===== config.mk =====
export PLATFORM = sky130hd
export DESIGN_NAME = serial_subtractor
export DESIGN_NICKNAME = d
export VERILOG_FILES = /design/src/rtl/serial_arith_pkg.sv /design/src/rtl/fs_bit.sv /design/src/rtl/serial_subtractor.sv
export SDC_FILE = /design/constraint.sdc
export NUM_CORES = 1
export LEC_CHECK = 0
export ABC_AREA = 1
export CORE_MARGIN = 1
export CORE_UTILIZATION = 50
export DETAILED_ROUTE_END_ITERATION = 6
export PLACE_DENSITY = 0.84
export SKIP_LAST_GASP = 1
export SYNTH_ARGS = -nofsm -noshare
export SYNTH_HDL_FRONTEND = slang
export SYNTH_HIERARCHICAL = 1
export SYNTH_SLANG_ARGS = --single-unit

===== constraint.sdc =====
create_clock -name clk -period 2 [get_ports clk]
set_clock_uncertainty 0.15 [all_clocks]
set_input_delay 0.2 -clock clk [delete_from_list [all_inputs] [get_ports clk]]
set_output_delay 0.2 -clock clk [all_outputs]
set_load 0.01 [all_outputs]

===== src/rtl/serial_arith_pkg.sv =====
// Shared constants for the bit-serial arithmetic units: state encodings and default width.
package serial_arith_pkg;

  localparam int DEF_WIDTH = 8;

  localparam logic [1:0] IDLE = 2'd0;
  localparam logic [1:0] RUN  = 2'd1;
  localparam logic [1:0] DONE = 2'd2;

  typedef enum logic [1:0] {
    S_IDLE = IDLE,
    S_RUN  = RUN,
    S_DONE = DONE
  } state_t;

endpackage


===== src/rtl/fs_bit.sv =====
// Combinational one-bit full subtractor: d = a - b - bin, bout set when it underflows.
module fs_bit (
  input  logic a,
  input  logic b,
  input  logic bin,
  output logic d,
  output logic bout
);

  assign d    = a ^ b ^ bin;
  assign bout = (~a & b) | (~(a ^ b) & bin);

endmodule


===== src/rtl/serial_subtractor.sv =====
// Bit-serial subtractor: Diff = A - B - Bin, one bit per clock LSB first, start/done handshake.
module serial_subtractor
  import serial_arith_pkg::*;
#(
  parameter int WIDTH = DEF_WIDTH
) (
  input  logic             clk,
  input  logic             rst_n,
  input  logic             start,
  input  logic [WIDTH-1:0] A,
  input  logic [WIDTH-1:0] B,
  input  logic             Bin,
  output logic             ready,
  output logic             done,
  output logic [WIDTH-1:0] Diff,
  output logic             Borrow
);

  localparam int CW = (WIDTH > 1) ? $clog2(WIDTH) : 1;

  state_t           state, nxt;
  logic [WIDTH-1:0] a_sr, b_sr;
  logic [WIDTH-2:0] res;
  logic             bf;
  logic [CW-1:0]    cnt;
  logic             d, bo, last;

  fs_bit u_fs (
    .a    (a_sr[0]),
    .b    (b_sr[0]),
    .bin  (bf),
    .d    (d),
    .bout (bo)
  );

  assign last  = (cnt == CW'(WIDTH - 1));
  assign ready = (state == S_IDLE);
  assign done  = (state == S_DONE);

  always_comb begin
    nxt = state;
    case (state)
      S_IDLE:  if (start) nxt = S_RUN;
      S_RUN:   if (last)  nxt = S_DONE;
      S_DONE:  nxt = S_IDLE;
      default: nxt = S_IDLE;
    endcase
  end

  always_ff @(posedge clk or negedge rst_n) begin
    if (!rst_n) state <= S_IDLE;
    else        state <= nxt;
  end

  // Result bits enter at the top; only WIDTH-1 are held since the last bit goes straight to Diff.
  always_ff @(posedge clk or negedge rst_n) begin
    if (!rst_n) begin
      a_sr   <= '0;
      b_sr   <= '0;
      res    <= '0;
      bf     <= 1'b0;
      cnt    <= '0;
      Diff   <= '0;
      Borrow <= 1'b0;
    end else begin
      case (state)
        S_IDLE: if (start) begin
          a_sr <= A;
          b_sr <= B;
          bf   <= Bin;
          cnt  <= '0;
        end
        S_RUN: begin
          a_sr <= a_sr >> 1;
          b_sr <= b_sr >> 1;
          res  <= (WIDTH-1)'({d, res} >> 1);
          bf   <= bo;
          cnt  <= cnt + 1'b1;
          if (last) begin
            Diff   <= {d, res};
            Borrow <= bo;
          end
        end
        default: ;
      endcase
    end
  end

endmodule


======== Yosys cells after proc, flatten, opt, wreduce, memory -nomap -nowiden ========
Index checks and enable logic that the tools add are counted.
Widths: inputs -> output; s select.
word-level totals
  register bits after elaboration ......... 38
  input bits .............................. 20
  output and inout bits ................... 11
  logic and storage cells ................. 37
operators by class
  $add $sub $neg .......................... 1
  equal/unequal tests ..................... 5
  mux-type cells .......................... 11
  bitwise gates (word level) .............. 7
  reductions and logical operators ........ 5
operators with widths
  kind                 count
  $pmux 8 s2           2
  $mux 8               2
  $pmux 3 s2           1
  $reduce_and 2->1     3
  $mux 2               2
  $ne 2x2->1 const B   2
  $pmux 2 s2           1
  $add 3x1->3 const B  1
  $eq 3x3->1 const B   1
  $mux 3               1
  $and 1x1->1          2
  $eq 2x1->1 const B   1
  $eq 2x2->1 const B   1
  $logic_not 2->1      1
  $not 1->1            2
  $pmux 1 s2           1
  $reduce_bool 2->1    1
  $xor 1x1->1          2
  $mux 1               1
  $or 1x1->1           1

======== Logic depth before layout (Yosys ltp) ========
  depth in word-level cells ............... 5
  gate-level depth with buffers ........... 7
  mapped depth without buffers ............ 7

======== By module ========
Netlist, hierarchy kept.
modules (own cells, without submodules)
  module             instances  cells an instance  area each (um^2)  seq. area each (um^2)
  serial_subtractor  1          206                1665.3            950.9
  fs_bit             1          4                  31.3              0.0

======== Worst setup path after synthesis ========
OpenSTA, ideal clock, no wires.
  kind .................................... register to register
  from .................................... reg cnt[0]
  to ...................................... reg Diff[6]
  setup time .............................. 0.076 ns
  arrival ................................. 1.260 ns
  data required time ...................... 1.774 ns
  setup slack ............................. 0.513 ns
  stages on the path, launching flop included .. 7
  buffers on the path ..................... 1
  period minus slack after synthesis ...... 1.487 ns
  cell sequence ........................... dfrtp_1 > ha_1 > ha_1 > nand3_1 > buf_2 > nand2_1 > o21ai_1
on the way
  word-level cells in the longest chain between the ends .. 2
RTL lines
  item                               line                     text
  from (decl)                        serial_subtractor.sv:25  logic [CW-1:0] cnt;
  from (signal assigned)             serial_subtractor.sv:78  cnt <= cnt + 1'b1;
  $eq 3x3->1                         serial_subtractor.sv:36  assign last = (cnt == CW'(WIDTH - 1));
  $reduce_and 2->1 (no source line)  -
  to (signal assigned)               serial_subtractor.sv:80  Diff <= {d, res};
  to (decl)                          serial_subtractor.sv:15  output logic [WIDTH-1:0] Diff,
No other way between the ends.
A chain may end at the register's enable or synchronous reset.

======== Worst setup path in the final report ========
  from .................................... reg state[0]
  to ...................................... out ready
on the way
  word-level cells in the longest chain between the ends .. 1
RTL lines
  item                    line                     text
  from (decl)             serial_subtractor.sv:21  state_t state, nxt;
  from (signal assigned)  serial_subtractor.sv:52  else state <= nxt;
  $logic_not 2->1         serial_subtractor.sv:37  assign ready = (state == S_IDLE);
  to (decl)               serial_subtractor.sv:13  output logic ready,
No other way between the ends.

==> qor.yml <==
outcome:
  status: "completed"
clock_tree:
  post_cts_buffers: 0
  clockBufferDepth: 2
  root_buffer: "clkbuf_4"
  clk_pin_slew_ps: 100
  clkLatencyLatePin_ps: 330
  h-tree-depth: 2
  clock-sinks: 38
  numCtsBuffers: 5
  cts_tree: "built"
timing:
  drv_slew: 0
  fmax_ghz: 0.523
  fin_crit_sh_pct: 95.6
  max_slew_margin_pct: 46.2
  worst_slew_pin_slew_ps: 808
  rsz0062_at_grt: "no"
  fin_tns_setup_ps: 0
  min_period_ps: 1910
  hold_violations: 0
  setup_viol: 0
  hold_slack_ps: 273
synthesis:
  yosysWarnings: 6
  yosysUniqueCellTypes: 14
  synth.top_cells.by_area: "dfrtp_1 56%, nand2_1 23%, nand3_1 5.9%"
  synth.avg_cell_area_sq_um: 8.08
  synth_ff_type: "dfrtp_1"
  ys_seq_area_share_pct: 56.0
  synthMostInstantiatedCell: "nand2_1"
  yosys.area.top_type_share_pct: 56.0
  synth_area_sq_um: 1700
  yosys.area.top_type: "dfrtp_1"
  ys_async_sr_fraction_pct: 100
  synthCells: 210
  synth_edf_count: 0
  synth-seq-cells: 38
  syn_nets: 233
  synth_common_cells: "106 x nand2_1, 38 x dfrtp_1, 20 x nand3_1"
placed_design:
  place_inst: 280
  placed_cell_area_sq_um: 2040
  dp_hpwl_um: 2220
  place_congestion: 0.777
  io_buffers: 30
critical_path:
  cp-start-kind: "register"
  crit_type: "register to primary output"
  endpoint_kind: "primary output"
  arrival_ps: 1560
  crit_required_ps: 1650
  crit_fanout: 7
  reg2regPathDepth: 7
worst_hold_path:
  hold_path_depth: 3
  worst_hold_path_type: "input pin to register"
drt:
  vias_per_cell: 4.89
  drt_iter0_markers: 68
  drtAntennaViolNets: 0
  num_vias: 1404
  wl_per_cell_um: 11.0
  dr.pass1.iters: 5
  drc: 0
  detail_route.wirelength_um: 3170
die:
  coreArea_sq_um: 3130
  std_cell_rows: 20
  io_pins: 31
  start_util_pct: 54.2
  die-width_um: 60.3
  dieArea_sq_um: 3630
  die_y_um: 60.3
cells_and_area:
  utilization_pct: 67.3
  n_fill_cell: 263
  drive_gt1_share_pct: 7.41
  areaGrowthSynthToFinish_pct: 24.1
  final_nets: 267
  finish.instance_area_sq_um: 2110
  layout.cells.non_filler: 287
  antenna_cells: 0
power:
  clkPwrFrac_pct: 12.9
  seq_power_share_pct: 43.5
  switching_share_pct: 38.3
  switchingPower_w: 0.00113
  p_per_area_nw_per_um2: 1400
  p_leak_nw: 1.11
  ir_worst_vdd_mv: 0.628
  p_int_w: 0.00182
  combPwrFrac_pct: 43.6
grt:
  grt_max_degree: 39
  grt_pass1_wl_um: 5050
  grt_pass1_vias: 1194
  overflow: 0
  antenna_found_initial: 0
  grt_use_total_pct: 19.3
run:
  max-cap-violations: 0
sequential cells by signal, indices dropped and copies added, names as in the netlist:
register	flops
res	7
bf	1
Borrow	1
a_sr	8
cnt	3
state	2
b_sr	8
Diff	8
through the flow:
stage	setup WS, ps	power, W
after floorplan	513	0.00214
after global placement	429	0.00255
after detailed placement	401	0.00260
after CTS	29.0	0.00298
after global routing	19.5	0.00321
final	87.6	0.00295
critical path: stages (launching register included):
cell,delay (ps)
dfrtp_1,470
nor2_2,200
clkdlybuf4s50_1,560
cell usage in the layout, fill, tap and decap left out:
| master | count |
|---|---|
| buf_2 | 1 |
| buf_4 | 7 |
| clkbuf_4 | 5 |
| clkbuf_8 | 1 |
| clkdlybuf4s50_1 | 29 |
| dfrtp_1 | 38 |
| dlygate4sd3_1 | 1 |
| fa_1 | 1 |
| ha_1 | 2 |
| inv_1 | 11 |
| inv_2 | 2 |
| nand2_1 | 106 |
| nand3_1 | 20 |
| nor2_1 | 1 |
| nor2_2 | 1 |
| o21ai_0 | 4 |
| o21ai_1 | 12 |
| o21ai_2 | 1 |
layout make-up:
| class | count | area (sq um) | area share [%] |
|---|---|---|---|
| sequential | 38 | 951 | 45.2 |
| inverter | 13 | 48.8 | 2.32 |
| multi-input combinational | 148 | 642 | 30.5 |
| clock buffer | 6 | 51.3 | 2.44 |
| timing repair buffer | 38 | 358 | 17.0 |
| tap | 44 | 55.1 | 2.61 |
per-layer routing:
layer / global-route usage, % / up-vias / wire (um)
li1: - / 719 / -
met3: 6.49 / 4 / 149
met1: 24.9 / 655 / 1500
met4: 5.98 / 0 / 37
met2: 30.6 / 26 / 1480
met5: 0 / - / 0
path summary, 6_finish.rpt:
kind	startpoint	to	slack (ps)
setup / recovery	state[0]$_DFFE_PN0P_	ready	90
setup reg to reg	cnt[0]$_DFFE_PN0P_	Borrow$_DFFE_PN0P_	460
hold reg to reg	b_sr[4]$_DFFE_PN0P_	b_sr[4]$_DFFE_PN0P_	340
hold / removal	B[7]	b_sr[7]$_DFFE_PN0P_	270
min in group asynchronous	rst_n	Diff[2]$_DFFE_PN0P_	340
max in group asynchronous	rst_n	Diff[7]$_DFFE_PN0P_	850
what timing repair did:
item | 4_1_cts | 5_1_grt
hold buffers | 1 | 0
resized for setup | 0 | 1
hold endpoints to repair | 38 | 0
endpoints found under the setup margin | 0 | 1
cells by family after synthesis:
group	Yosys count	share of synthesized area, %
AND/OR/NAND/NOR	128	29.8
flip-flops	38	56.0
buffers and inverters	24	6.27
AO/OA/AOI/OAI	17	5.24
adder cells (fa/ha/maj)	3	2.65
power by group through the flow:
| stage | sequential [W] | clock [W] | combinational (W) |
|---|---|---|---|
| after floorplan | 0.00129 | 0 | 0.000848 |
| after global placement | 0.00128 | 0 | 0.00126 |
| after detailed placement | 0.00130 | 0 | 0.00130 |
| after CTS | 0.00128 | 0.000389 | 0.00131 |
| after global routing | 0.00132 | 0.000430 | 0.00146 |
| final | 0.00128 | 0.000381 | 0.00129 |
(Power assumes the default switching activity.)
